--- src/rtl/speed_cmd_ramp.sv ---
// speed_cmd_ramp: operator push-button front end for the motor PWM stage.
// Three raw buttons are synchronised and debounced; their press events move
// a 4-bit target speed, and hex_speed slews toward that target one step per
// ramp interval so the PWM stage never sees an abrupt duty-cycle jump.
module speed_cmd_ramp #(
   parameter int DEBOUNCE_CYCLES = 500000,
   parameter int RAMP_CYCLES     = 2500000
) (
   input  logic       clk,
   input  logic       rst,
   input  logic       btn_up,
   input  logic       btn_down,
   input  logic       btn_stop,
   output logic [3:0] hex_speed,
   output logic [3:0] target,
   output logic       ramping
);

   localparam int DB_W = (DEBOUNCE_CYCLES > 1) ? $clog2(DEBOUNCE_CYCLES) : 1;
   localparam int PS_W = (RAMP_CYCLES > 1) ? $clog2(RAMP_CYCLES) : 1;
   localparam logic [DB_W-1:0] DB_LAST = DB_W'(DEBOUNCE_CYCLES - 1);
   localparam logic [DB_W-1:0] DB_ONE  = DB_W'(1);
   localparam logic [PS_W-1:0] PS_LAST = PS_W'(RAMP_CYCLES - 1);
   localparam logic [PS_W-1:0] PS_ONE  = PS_W'(1);

   // Button bit positions inside the packed vectors
   localparam int B_UP   = 0;
   localparam int B_DOWN = 1;
   localparam int B_STOP = 2;

   typedef enum logic [1:0] {
      ST_HOLD      = 2'd0,
      ST_RAMP_UP   = 2'd1,
      ST_RAMP_DOWN = 2'd2
   } state_t;

   // Saturating one-step moves of a 4-bit speed value
   function automatic logic [3:0] sat_inc(input logic [3:0] v);
      return (v == 4'hF) ? 4'hF : v + 4'd1;
   endfunction

   function automatic logic [3:0] sat_dec(input logic [3:0] v);
      return (v == 4'h0) ? 4'h0 : v - 4'd1;
   endfunction

   logic [2:0]      btn_raw_s;
   logic [2:0]      sync1_r;
   logic [2:0]      sync2_r;
   logic [2:0]      deb_r;
   logic [2:0]      deb_d_r;
   logic [DB_W-1:0] db_cnt_r [0:2];
   logic [2:0]      press_s;
   logic            stop_evt_s;
   logic            up_evt_s;
   logic            down_evt_s;

   logic [3:0]      target_r;
   logic [3:0]      hex_r;
   logic [PS_W-1:0] presc_r;
   logic            ramping_r;
   state_t          state_r;
   state_t          state_next_s;
   logic            presc_run_s;
   logic            step_up_s;
   logic            step_down_s;

   assign btn_raw_s = {btn_stop, btn_down, btn_up};

   // Two-flop synchroniser for the asynchronous button inputs
   always_ff @(posedge clk or negedge rst) begin
      if (!rst) begin
         sync1_r <= 3'b000;
         sync2_r <= 3'b000;
      end else begin
         sync1_r <= btn_raw_s;
         sync2_r <= sync1_r;
      end
   end

   // Debounce: accept a new level only after it has differed for DEBOUNCE_CYCLES cycles
   always_ff @(posedge clk or negedge rst) begin
      if (!rst) begin
         for (int i = 0; i < 3; i++) begin
            db_cnt_r[i] <= {DB_W{1'b0}};
         end
         deb_r <= 3'b000;
      end else begin
         for (int i = 0; i < 3; i++) begin
            if (sync2_r[i] != deb_r[i]) begin
               if (db_cnt_r[i] == DB_LAST) begin
                  deb_r[i]    <= sync2_r[i];
                  db_cnt_r[i] <= {DB_W{1'b0}};
               end else begin
                  db_cnt_r[i] <= db_cnt_r[i] + DB_ONE;
               end
            end else begin
               db_cnt_r[i] <= {DB_W{1'b0}};
            end
         end
      end
   end

   // Delayed copy of the debounced levels for rising-edge detection
   always_ff @(posedge clk or negedge rst) begin
      if (!rst) begin
         deb_d_r <= 3'b000;
      end else begin
         deb_d_r <= deb_r;
      end
   end

   // Single-cycle press events; up and down together cancel, stop overrides both
   always_comb begin
      press_s    = deb_r & ~deb_d_r;
      stop_evt_s = press_s[B_STOP];
      up_evt_s   = press_s[B_UP] & ~press_s[B_DOWN];
      down_evt_s = press_s[B_DOWN] & ~press_s[B_UP];
   end

   // Requested speed: stop clears it, up/down move it one saturating step
   always_ff @(posedge clk or negedge rst) begin
      if (!rst) begin
         target_r <= 4'h0;
      end else if (stop_evt_s) begin
         target_r <= 4'h0;
      end else if (up_evt_s) begin
         target_r <= sat_inc(target_r);
      end else if (down_evt_s) begin
         target_r <= sat_dec(target_r);
      end else begin
         target_r <= target_r;
      end
   end

   // Ramp FSM state register, with the ramping flag registered alongside it
   always_ff @(posedge clk or negedge rst) begin
      if (!rst) begin
         state_r   <= ST_HOLD;
         ramping_r <= 1'b0;
      end else begin
         state_r   <= state_next_s;
         ramping_r <= (state_next_s != ST_HOLD);
      end
   end

   // Ramp FSM next state from the registered target and output speed
   always_comb begin
      state_next_s = ST_HOLD;
      if (stop_evt_s) begin
         state_next_s = ST_HOLD;
      end else if (target_r > hex_r) begin
         state_next_s = ST_RAMP_UP;
      end else if (target_r < hex_r) begin
         state_next_s = ST_RAMP_DOWN;
      end else begin
         state_next_s = ST_HOLD;
      end
   end

   // Ramp FSM outputs: prescaler runs only while staying in the same ramp direction
   always_comb begin
      presc_run_s = 1'b0;
      step_up_s   = 1'b0;
      step_down_s = 1'b0;
      case (state_r)
         ST_RAMP_UP: begin
            presc_run_s = (state_next_s == ST_RAMP_UP);
            step_up_s   = presc_run_s && (presc_r == PS_LAST) && (target_r > hex_r);
         end
         ST_RAMP_DOWN: begin
            presc_run_s = (state_next_s == ST_RAMP_DOWN);
            step_down_s = presc_run_s && (presc_r == PS_LAST) && (target_r < hex_r);
         end
         default: begin
            presc_run_s = 1'b0;
            step_up_s   = 1'b0;
            step_down_s = 1'b0;
         end
      endcase
   end

   // Ramp prescaler: cleared in HOLD, on stop and on leaving or reversing a ramp
   always_ff @(posedge clk or negedge rst) begin
      if (!rst) begin
         presc_r <= {PS_W{1'b0}};
      end else if (stop_evt_s || !presc_run_s) begin
         presc_r <= {PS_W{1'b0}};
      end else if (presc_r == PS_LAST) begin
         presc_r <= {PS_W{1'b0}};
      end else begin
         presc_r <= presc_r + PS_ONE;
      end
   end

   // Output speed: stop forces zero, otherwise one step toward target per interval
   always_ff @(posedge clk or negedge rst) begin
      if (!rst) begin
         hex_r <= 4'h0;
      end else if (stop_evt_s) begin
         hex_r <= 4'h0;
      end else if (step_up_s) begin
         hex_r <= sat_inc(hex_r);
      end else if (step_down_s) begin
         hex_r <= sat_dec(hex_r);
      end else begin
         hex_r <= hex_r;
      end
   end

   assign hex_speed = hex_r;
   assign target    = target_r;
   assign ramping   = ramping_r;

endmodule

--- config.mk ---
export PLATFORM = sky130hd
export DESIGN_NAME = speed_cmd_ramp
export DESIGN_NICKNAME = d
export VERILOG_FILES = /design/src/rtl/speed_cmd_ramp.sv
export SDC_FILE = /design/constraint.sdc
export NUM_CORES = 1
export LEC_CHECK = 0
export CORE_MARGIN = 4
export CORE_UTILIZATION = 40
export CTS_BUF_LIST = sky130_fd_sc_hd__clkbuf_4
export DETAILED_ROUTE_END_ITERATION = 8
export SLEW_MARGIN = 20
export SYNTH_ARGS = -nofsm -noshare
export SYNTH_HDL_FRONTEND = slang
export SYNTH_SLANG_ARGS = --single-unit
--- constraint.sdc ---
create_clock -name clk -period 3.15 [get_ports clk]
set_input_delay 0.63 -clock clk [delete_from_list [all_inputs] [get_ports clk]]
set_output_delay 0.63 -clock clk [all_outputs]
set_load 0.01 [all_outputs]
## Yosys cells after proc, flatten, opt, wreduce, memory -nomap -nowiden

Cells that the tools add are included.

- Register bits: 102
- Input bits: 5
- Logic and storage cells: 81

- Mux-type cells: 24
- Add/sub/neg operators: 8
- Reduce and logical (&&, ||, !) cells: 14
- $lt $le $gt $ge: 2
- Equality and inequality tests: 13
- Bitwise operators: 6

Operators with widths:

| kind | count |
|---|---|
| $mux 19 | 6 |
| $add 19x1->19 const B | 3 |
| $eq 19x19->1 const B | 3 |
| $mux 22 | 2 |
| $mux 4 | 10 |
| $add 22x1->22 const B | 1 |
| $eq 22x22->1 const B | 1 |
| $add 4x1->4 const B | 2 |
| $eq 4x4->1 const B | 2 |
| $logic_not 4->1 | 2 |
| $sub 4x1->4 const B | 2 |
| $mux 2 | 3 |
| $reduce_and 2->1 | 3 |
| $reduce_bool 3->1 | 2 |
| $eq 2x1->1 const B | 2 |
| $eq 2x2->1 const B | 2 |
| $gt 4x4->1 | 1 |
| $logic_and 1x1->1 | 4 |
| $lt 4x4->1 | 1 |
| $and 3x3->3 | 1 |
| $ne 1x1->1 | 3 |
| $not 3->3 | 1 |
| $and 1x1->1 | 2 |
| $mux 1 | 2 |
| 5 further kinds | 6 |

## Depth between registers and ports, before layout

Gate-level depths: netlist of the first run.

- Word-level depth: 11
- Depth in mapped cells: 11
- Mapped depth without buffers: 8

## Worst setup path after synthesis of the first run

Ideal clock, no wire load.

- Path type: register -> register
- From: register hex_r[2] (netlist: hex_speed[2])
- To: register presc_r[13]
- Library setup time: 0.071 ns
- Stages on the path, launching flop included: 12
- Slack: 0.830 ns
- Arrival: 2.249 ns
- Period minus slack after synthesis: 2.320 ns
- Cell sequence: dfrtp_1 -> clkbuf_1 -> inv_1 -> ha_1 -> nand2_1 -> o21bai_1 -> a211o_1 -> buf_6 -> a211o_1 -> nand2b_4 -> buf_6 -> nor2_1

- Cells in the longest elaborated chain, start to end: 9
- Elaborated cells between the ends (all ways): 11

Ends and longest elaborated chain:

| item | line | source |
|---|---|---|
| from (decl) | 58 | `logic [3:0] hex_r;` |
| from (signal assigned) | 202 | `hex_r <= sat_inc(hex_r);` |
| from (signal assigned) | 204 | `hex_r <= sat_dec(hex_r);` |
| from (signal assigned) | 206 | `hex_r <= hex_r;` |
| $lt 4x4->1 | 153 | `end else if (target_r < hex_r) begin` |
| $mux 2 | 153 |  |
| $mux 2 * | 151 | `end else if (target_r > hex_r) begin` |
| $mux 2 * | 149 | `if (stop_evt_s) begin` |
| $eq 2x2->1 / $eq 2x1->1 (equally long branches) | 171, 167 |  |
| $pmux 1 s2 * | 165 | `case (state_r)` |
| $logic_not 1->1 * | 186 | `end else if (stop_evt_s \|\| !presc_run_s) begin` |
| $logic_or 1x1->1 * | 186 |  |
| $mux 22 * | 186 |  |
| to (signal assigned) | 185 | `presc_r <= {PS_W{1'b0}};` |
| to (signal assigned) | 187 | `presc_r <= {PS_W{1'b0}};` |
| to (signal assigned) | 189 | `presc_r <= {PS_W{1'b0}};` |
| to (decl) | 59 | `logic [PS_W-1:0] presc_r;` |

Every way passes the cells marked *; elsewhere a longest branch is shown, timed or not.
A chain may end at the register's enable or synchronous reset.

## Worst setup path in the final report of the first run

- From: register hex_r[2] (netlist: hex_speed[2])
- To: register presc_r[19]

Same word-level chain as after synthesis.

==> impl_metrics.py, run 1 <==
metrics = {
    "outcome": {
        "outcome": "completed",
    },
    "setup_path": {
        "cp_max_fo": 21,
        "arrival_ps": 2850,
        "cp-start-kind": "register",
        "cp-end-kind": "register",
        "required_ps": 3540,
        "path_class": "register to register",
    },
    "clock_tree": {
        "cts_sinks": 102,
        "cts_tree": "done",
        "cts_setup_buffers": 0,
        "post_cts_resized": 0,
        "clkLatencyLatePin_ps": 460,
        "cts_buffers": 9,
        "cts_hold_buf": 0,
        "cts_buffer_depth": 2,
        "path_clk_slew_ps": 140,
        "cts-htree-levels": 3,
        "clock-root-buffer": "clkbuf_4",
    },
    "placement": {
        "gp_congestion": 0.834,
        "place.port_buffers": 13,
        "place_hpwl_um": 6280,
        "pre_cts_ws_ps": 700,
        "dpl-instance-area_sq_um": 5460,
    },
    "floorplan": {
        "core-area_sq_um": 12700,
        "ios": 14,
        "num_rows": 41,
        "fp.dieW_um": 122,
        "dieArea_sq_um": 14800,
        "initial_utilization_pct": 40.9,
        "die_h_um": 122,
    },
    "sta": {
        "setup_violations": 0,
        "max_freq_ghz": 0.406,
        "whs_ps": 154,
        "finClkSkew_ps": 20.4,
        "rsz0062_at_grt": "false",
        "worst_slack_ps": 686,
        "min_period_ps": 2460,
        "timing_hold_violations_final": 0,
        "fin_crit_sh_pct": 78.2,
        "max_slew_margin_pct": 58.2,
        "max_slew.worst_pin.slew_ps": 627,
        "finalSetupTns_ps": 0,
        "slew_violations": 0,
    },
    "synthesis": {
        "netlist_area_sq_um": 5180,
        "yosys-top-cells-count": "nor2_1 (103), dfrtp_1 (102), nand2_1 (39), xor2_1 (39), nand3_1 (34)",
        "yosysTopAreaCell": "dfrtp_1",
        "synthFlopType": "dfrtp_1",
        "seq_area_frac_synth_pct": 49.2,
        "synth_cell_type_count": 60,
        "syn_area_per_cell_sq_um": 9.75,
        "synth.most_common_cell": "nor2_1",
        "synth_nets": 553,
        "async_flop_share_pct": 100,
        "synth_area_leaders": "dfrtp_1 (49%), nor2_1 (7.5%), xor2_1 (6.6%), xnor2_1 (5.6%), ha_1 (3.9%)",
        "ys_ff_latch": 102,
        "synth_top_cell_area_share_pct": 49.2,
        "ys_warn_count": 0,
        "syn_inst": 532,
        "synth-edff-count": 0,
    },
    "routing": {
        "antenna_left": 0,
        "viasPerCell": 5.05,
        "drc": 0,
        "drt_first_pass_iters": 4,
        "drt_wl_total_um": 9000,
        "dr.first_iter.drc_count": 129,
        "vias": 3620,
        "wl_per_cell_um": 12.5,
    },
    "grt": {
        "gr-total-overflow": 0,
        "first_global_vias": 3554,
        "grt_max_degree": 61,
        "grt_first_pass_wirelength_um": 15900,
        "antenna_found_initial": 0,
        "grt_usage_pct": 13.3,
    },
    "power_and_ir_drop": {
        "totalPowerFinal_mw": 1.96,
        "worst_ir_drop_vdd_mv": 0.218,
        "power.leakage_nw": 2.36,
        "powerDensity_nw_per_um2": 353,
    },
    "finish": {
        "fin_nets": 563,
        "fin_area_sq_um": 5550,
        "area_growth_pct": 7.09,
        "drive_above_1_share_pct": 5.87,
        "n_antenna_cell": 0,
    },
    "run": {
        "maxCapViolCount": 0,
    },
    "min_path": {
        "hold_path_class": "input port to async pin",
    },
}
[sequential cells by signal (all words and copies together), names as in the netlist]
name,cells
db_cnt_r,57
deb_d_r,3
deb_r,3
hex_speed,4
presc_r,22
ramping,1
state_r,2
sync1_r,3
sync2_r,3
target,4
[worst max-delay path, cell delays in order, from the launching register on]
cell      delay (ps)
dfrtp_1          530
inv_1            120
ha_1             300
nand2_1           90
o21ai_0          160
a211o_1          450
a211o_1          320
nand2b_4         250
nor2_1           170
[area by class of cell]
| class | count | area [sq um] |
|---|---|---|
| clock buffer | 11 | 82.6 |
| clock inverter | 3 | 13.8 |
| fill | 1264 | 7120 |
| inverter | 20 | 75.1 |
| multi-input combinational | 395 | 2470 |
| sequential | 102 | 2550 |
| tap | 172 | 215 |
| timing repair buffer | 14 | 148 |
[per-layer routing]
layer,GRT usage [%],wire (um)
met1,17.4,4410
met2,21.2,4160
met3,3.16,250
met4,5.95,184
met5,0,0
[final timing paths]
check	endpoint	startpoint	slack (ps)	cells after the start
setup / recovery	presc_r[19]	hex_speed[2]	690	8
hold / removal	db_cnt_r[46]	rst	150	1
setup reg to reg	presc_r[19]	hex_speed[2]	690	8
hold reg to reg	sync2_r[0]	sync1_r[0]	370	0
max in group asynchronous	db_cnt_r[31]	rst	2290	2
min in group clk	sync2_r[0]	sync1_r[0]	370	0
[kinds of logic after synthesis]
logic type	Yosys count	share of synthesized area (%)
simple gates	260	24.9
flops	102	49.2
xor+xnor	72	12.2
compound gates	40	5.21
buf+inv	35	3.21
fa+ha+maj	16	3.86
mux	7	1.42
[power breakdown]
part / leakage [nW] / switching (mW) / internal (mW) / total [mW]
combinational: 0.895 / 0.0449 / 0.0180 / 0.0629
clock: 0.0600 / 0.395 / 0.168 / 0.563
sequential: 1.40 / 0.0111 / 1.32 / 1.33
[layout by cell type, fill, tap and decap left out, drive strengths merged, types with 4 or more instances in the layout]
cell type      Yosys  layout
nor2             104     104
and2               4       4
or3                5       5
nand3             34      34
nor3              12      12
clkdlybuf4s50      0      12
xnor2             33      33
and3              10      10
and4               7       7
ha                16      16
inv               20      20
a21oi             10      10
o21ai             11      11
nand4             19      19
or2                4       4
nor4               6       6
xor2              39      39
nand2b             4       4
mux2i              4       4
nand2             39      39
clkbuf             6      11
dfrtp            102     102
[stage by stage]
| step | cells | util (%) |
|---|---|---|
| after floorplan | 532 | - |
| after global placement | 703 | 43.1 |
| after detailed placement | 703 | 43.1 |
| after CTS | 717 | 43.8 |
| after global routing | 717 | 43.8 |
| final | 717 | 43.8 |
(Power assumes the default switching activity.)
==> run 2: changes to the inputs <==
==> constraint.sdc (replaced) <==
create_clock -name clk -period 2.5 [get_ports clk]
set_input_delay 0.5 -clock clk [delete_from_list [all_inputs] [get_ports clk]]
set_output_delay 0.5 -clock clk [all_outputs]
set_load 0.01 [all_outputs]
==> impl_metrics.py, run 2 (synthesis results as in run 1) <==
metrics = {
    "outcome": {
        "outcome": "completed",
    },
    "clock_tree": {
        "cts-htree-levels": 3,
        "cts_buffers": 9,
        "clkLatencyLatePin_ps": 480,
        "clock-root-buffer": "clkbuf_4",
        "cts_sinks": 102,
        "path_clk_slew_ps": 150,
        "cts_buffer_depth": 2,
        "cts_tree": "done",
        "cts_setup_buffers": 0,
    },
    "routing": {
        "viasPerCell": 5.05,
        "antenna_left": 0,
        "wl_per_cell_um": 12.7,
        "met1_length_um": 4490,
        "wl_met2_um": 4350,
        "vias": 3685,
        "drt_wl_total_um": 9260,
        "dr.max_layer_used": "met4",
        "dr.first_iter.drc_count": 137,
        "drc": 0,
        "drt_first_pass_iters": 4,
        "wl_met3_um": 281,
    },
    "floorplan": {
        "core-area_sq_um": 12700,
        "fp.dieW_um": 122,
        "initial_utilization_pct": 40.9,
        "dieArea_sq_um": 14800,
        "num_rows": 41,
        "ios": 14,
        "die_h_um": 122,
    },
    "sta": {
        "whs_ps": 369,
        "finClkSkew_ps": 20.0,
        "max_freq_ghz": 0.446,
        "max_slew_margin_pct": 68.0,
        "min_period_ps": 2240,
        "fin_crit_sh_pct": 89.7,
        "max_slew.worst_pin.slew_ps": 473,
        "setup_violations": 0,
        "timing_hold_violations_final": 0,
        "slew_violations": 0,
        "finalSetupTns_ps": 0,
        "rsz0062_at_grt": "false",
    },
    "placement": {
        "gp_congestion": 0.838,
        "place_hpwl_um": 6430,
        "dp_cells": 712,
        "place.port_buffers": 13,
    },
    "grt": {
        "antenna_found_initial": 0,
        "first_global_vias": 3607,
        "gr-total-overflow": 0,
        "grt_first_pass_wirelength_um": 16800,
        "grt_max_degree": 70,
        "grt_usage_pct": 14.1,
    },
    "finish": {
        "n_antenna_cell": 0,
        "n_fill_cell": 1229,
        "multi_input_area_sq_um": 2470,
        "regMostFlops": "db_cnt_r",
        "reg_top3": "db_cnt_r: 57 flops, presc_r: 22 flops",
        "utilization_pct": 44.9,
        "drive_above_1_share_pct": 7.54,
        "fin_cells": 729,
        "area_growth_pct": 9.68,
        "final_common_cell": "nor2_1",
        "fin_nets": 573,
        "seq_area_sq_um": 2550,
        "largest_reg_flops": 57,
        "mostFrequentLayoutCells": "nor2_1 (103), dfrtp_1 (101), nand2_1 (39), xor2_1 (39), nand3_1 (34)",
    },
    "setup_path": {
        "arrival_ps": 2640,
        "cp-start-kind": "register",
        "cp_max_fo": 21,
        "startpoint": "hex_speed[3]",
        "path_class": "register to register",
        "required_ps": 2900,
        "reg2reg_from": "hex_speed[3]",
        "cp-end-kind": "register",
    },
    "power_and_ir_drop": {
        "totalPowerFinal_mw": 2.71,
        "worst_ir_drop_vdd_mv": 0.351,
        "powerDensity_nw_per_um2": 476,
        "power.leakage_nw": 2.43,
    },
    "min_path": {
        "hold_path_class": "register to register",
        "hp-start": "sync1_r[2]",
    },
    "run": {
        "maxCapViolCount": 0,
    },
}
## run 2: timing repair
action	CTS	global route
hold endpoints to repair	33	0
hold buffers	1	0
setup endpoints to repair	0	5
gates resized for setup	0	1
## run 2: where the power goes
group / switching, mW / leakage, nW / total, mW / internal, mW
Combinational: 0.0575 / 0.946 / 0.0831 / 0.0256
Sequential: 0.0137 / 1.40 / 1.68 / 1.67
Clock: 0.536 / 0.0829 / 0.943 / 0.406
Total: 0.607 / 2.43 / 2.71 / 2.10
## run 2: path summary, 6_finish.rpt
path	end	slack (ps)	cells after the start
setup / recovery	presc_r[3]	260	8
hold / removal	sync2_r[2]	370	0
setup reg to reg	presc_r[3]	260	8
hold reg to reg	sync2_r[2]	370	0
max in group asynchronous	state_r[0]	1280	3
min in group asynchronous	db_cnt_r[45]	510	2
## run 2: worst max-delay path, stage by stage, from the launching register on
cell      delay, ps
dfrtp_2         460
inv_1           110
ha_1            320
nand2_1         100
o21ai_0         160
a211o_1         320
a211o_1         270
nand2b_4        260
nor2_1          150
## run 2: area by class of cell
class | instances | share of cell area, %
clock buffer | 10 | 1.32
clock inverter | 6 | 1.34
inverter | 20 | 1.32
multi-input combinational | 395 | 43.4
sequential | 102 | 44.9
tap | 172 | 3.78
timing repair buffer | 24 | 3.96
## run 2: layer usage
layer  vias to the layer above  track usage (%)
li1                       1846                -
met1                      1785             19.0
met2                        40             21.9
met3                        14             3.62
met4                         0             5.25
met5                         -                0
## run 2: per-stage QoR
step / setup slack [ps] / cell area [sq um]
floorplan: 180 / 5180
global placement: 344 / 5520
detailed placement: 198 / 5520
CTS: 164 / 5690
global route: 83.5 / 5690
finish: 258 / 5690
==> run 3: changes to the inputs <==
--- a/config.mk
+++ b/config.mk
@@ -5,11 +5,13 @@
 export SDC_FILE = /design/constraint.sdc
 export NUM_CORES = 1
 export LEC_CHECK = 0
+export CELL_PAD_IN_SITES_DETAIL_PLACEMENT = 2
+export CELL_PAD_IN_SITES_GLOBAL_PLACEMENT = 2
 export CORE_MARGIN = 4
 export CORE_UTILIZATION = 40
 export CTS_BUF_LIST = sky130_fd_sc_hd__clkbuf_4
 export DETAILED_ROUTE_END_ITERATION = 8
-export SLEW_MARGIN = 20
+export PLACE_DENSITY_LB_ADDON = 0.1
 export SYNTH_ARGS = -nofsm -noshare
 export SYNTH_HDL_FRONTEND = slang
 export SYNTH_SLANG_ARGS = --single-unit
==> impl_metrics.py, run 3 (synthesis results as in run 1) <==
metrics = {
    "min_path": {
        "hold-path-endpoint": "sync2_r[2]",
        "hold_depth": 0,
        "hp-start": "sync1_r[2]",
        "hold_path_class": "register to register",
    },
    "routing": {
        "dr.first_iter.drc_count": 104,
        "drc": 0,
        "viasPerCell": 5.27,
        "antenna_left": 0,
        "wl_per_cell_um": 17.2,
        "drt_wl_total_um": 12600,
        "vias": 3868,
        "drt_first_pass_iters": 4,
    },
    "placement": {
        "pre_cts_ws_ps": 155,
        "place.port_buffers": 13,
        "gp_congestion": 0.821,
        "place_hpwl_um": 9190,
    },
    "setup_path": {
        "cp_max_fo": 21,
        "reg2reg_depth": 8,
        "cp-start-kind": "register",
        "crit_slowest_cell": "dfrtp_2",
        "crit_chain": "inv_1 -> ha_1 -> nand2_1 -> o21ai_0 -> a211o_1 -> a211o_1 -> nand2b_4 -> nor2_1",
        "path_class": "register to register",
        "cp_common_cell": "a211o_1",
        "required_ps": 2920,
        "r2r-end": "presc_r[19]",
        "slowest_delay_ps": 490,
        "reg2reg_from": "hex_speed[3]",
        "cp-end-kind": "register",
        "regToRegSetupSlack_ps": 190,
        "arrival_ps": 2730,
    },
    "finish": {
        "fin_nets": 578,
        "final_common_cell": "nor2_1",
        "n_antenna_cell": 0,
        "largest_reg_flops": 57,
        "regMostFlops": "db_cnt_r",
        "drive_above_1_share_pct": 8.90,
        "area_growth_pct": 10.1,
        "mostFrequentLayoutCells": "nor2_1 (103), dfrtp_1 (101), nand2_1 (39), xor2_1 (39), nand3_1 (34)",
        "reg_top3": "db_cnt_r: 57 flops, presc_r: 22 flops",
    },
    "grt": {
        "first_global_vias": 4320,
        "gr-total-overflow": 0,
        "grt_usage_pct": 18.5,
        "antenna_found_initial": 0,
        "grt_first_pass_wirelength_um": 21700,
        "grt_max_degree": 45,
    },
    "sta": {
        "min_period_ps": 2310,
        "max_slew_margin_pct": 63.6,
        "slew_violations": 0,
        "whs_ps": 370,
        "worst_slack_ps": 191,
        "fin_crit_sh_pct": 92.4,
        "rsz0062_at_grt": "false",
        "finalSetupTns_ps": 0,
        "max_slew.worst_pin.slew_ps": 539,
        "finClkSkew_ps": 17.9,
        "setup_violations": 0,
        "max_freq_ghz": 0.433,
        "timing_hold_violations_final": 0,
    },
    "power_and_ir_drop": {
        "power.leakage_nw": 2.44,
        "combinationalPowerShare_pct": 3.5,
        "worst_ir_drop_vdd_mv": 0.301,
        "pwr-share-seq_pct": 62.8,
        "p_sw_mw": 0.672,
        "powerDensity_nw_per_um2": 469,
        "internal-power_mw": 2.01,
        "swShare_pct": 25.1,
        "p_clk_share_pct": 33.7,
    },
    "clock_tree": {
        "cts-htree-levels": 3,
        "cts_tree": "done",
        "cts_buffer_depth": 2,
        "path_clk_slew_ps": 160,
        "cts_sinks": 102,
        "clock-root-buffer": "clkbuf_4",
        "cts_buffers": 9,
        "clkLatencyLatePin_ps": 500,
    },
    "outcome": {
        "outcome": "completed",
    },
    "floorplan": {
        "dieArea_sq_um": 14800,
        "num_rows": 41,
        "fp.dieW_um": 122,
        "ios": 14,
        "initial_utilization_pct": 40.9,
        "core-area_sq_um": 12700,
        "die_h_um": 122,
    },
    "run": {
        "maxCapViolCount": 0,
    },
}
## run 3: per-layer routing
metal	vias up	track usage, %	share of wire, %
li1	1849	-	-
met2	19	32.8	52
met5	-	0	0
met1	1986	23.0	45
met3	14	3.34	1.6
met4	0	5.67	1.4
## run 3: worst max-delay path by stage
| stage | from | endpoint | slack, ps | depth (start not counted) |
|---|---|---|---|---|
| 3_5_place_dp | hex_speed[3] | presc_r[19] | 150 | 8 |
| 2_1_floorplan | hex_speed[2] | presc_r[13] | 180 | 11 |
| 4_1_cts | hex_speed[3] | presc_r[19] | 110 | 8 |
| 6_report | hex_speed[3] | presc_r[19] | 190 | 8 |
| 3_3_place_gp | hex_speed[3] | hex_speed[3] | 320 | 9 |
| 5_1_grt | hex_speed[3] | presc_r[19] | 10 | 8 |
## run 3: cell type report
cell class / instances / area, sq um
fillers: 1394 / 6960
flip-flops and latches: 102 / 2550
multi-input cells: 395 / 2470
repair buffers: 29 / 263
well taps: 172 / 215
clock buffers: 10 / 75.1
inverters: 20 / 75.1
clock inverters: 6 / 62.6
## run 3: metrics by stage
stage / power [mW] / instance area [sq um] / instances / utilization, %
after floorplan: 1.75 / 5180 / 532 / -
after global placement: 1.80 / 5560 / 717 / 43.9
after detailed placement: 1.81 / 5560 / 717 / 43.9
after CTS: 2.72 / 5710 / 734 / 45.1
after global routing: 2.81 / 5710 / 734 / 45.1
final: 2.68 / 5710 / 734 / 45.1
## run 3: power groups by stage
stage	combinational (mW)	clock [mW]	sequential, mW
floorplan	0.0374	0	1.71
finish	0.0929	0.903	1.68
global placement	0.0894	0	1.71
global route	0.109	1.01	1.69
detailed placement	0.0966	0	1.71
CTS	0.0985	0.942	1.68
## run 3: what timing repair did
item	in CTS	in global routing
hold buffers	1	0
gates resized for setup	0	1
setup endpoints to repair	0	23
setup buffers	0	0
endpoints found under the hold margin	22	0
## run 3: critical path, delay by kind of cell, from the launching register on
kind / cells / cell delay (ps)
compound gates: 3 / 780
fa+ha+maj: 1 / 260
buf+inv: 1 / 150
flops: 1 / 490
simple gates: 3 / 550
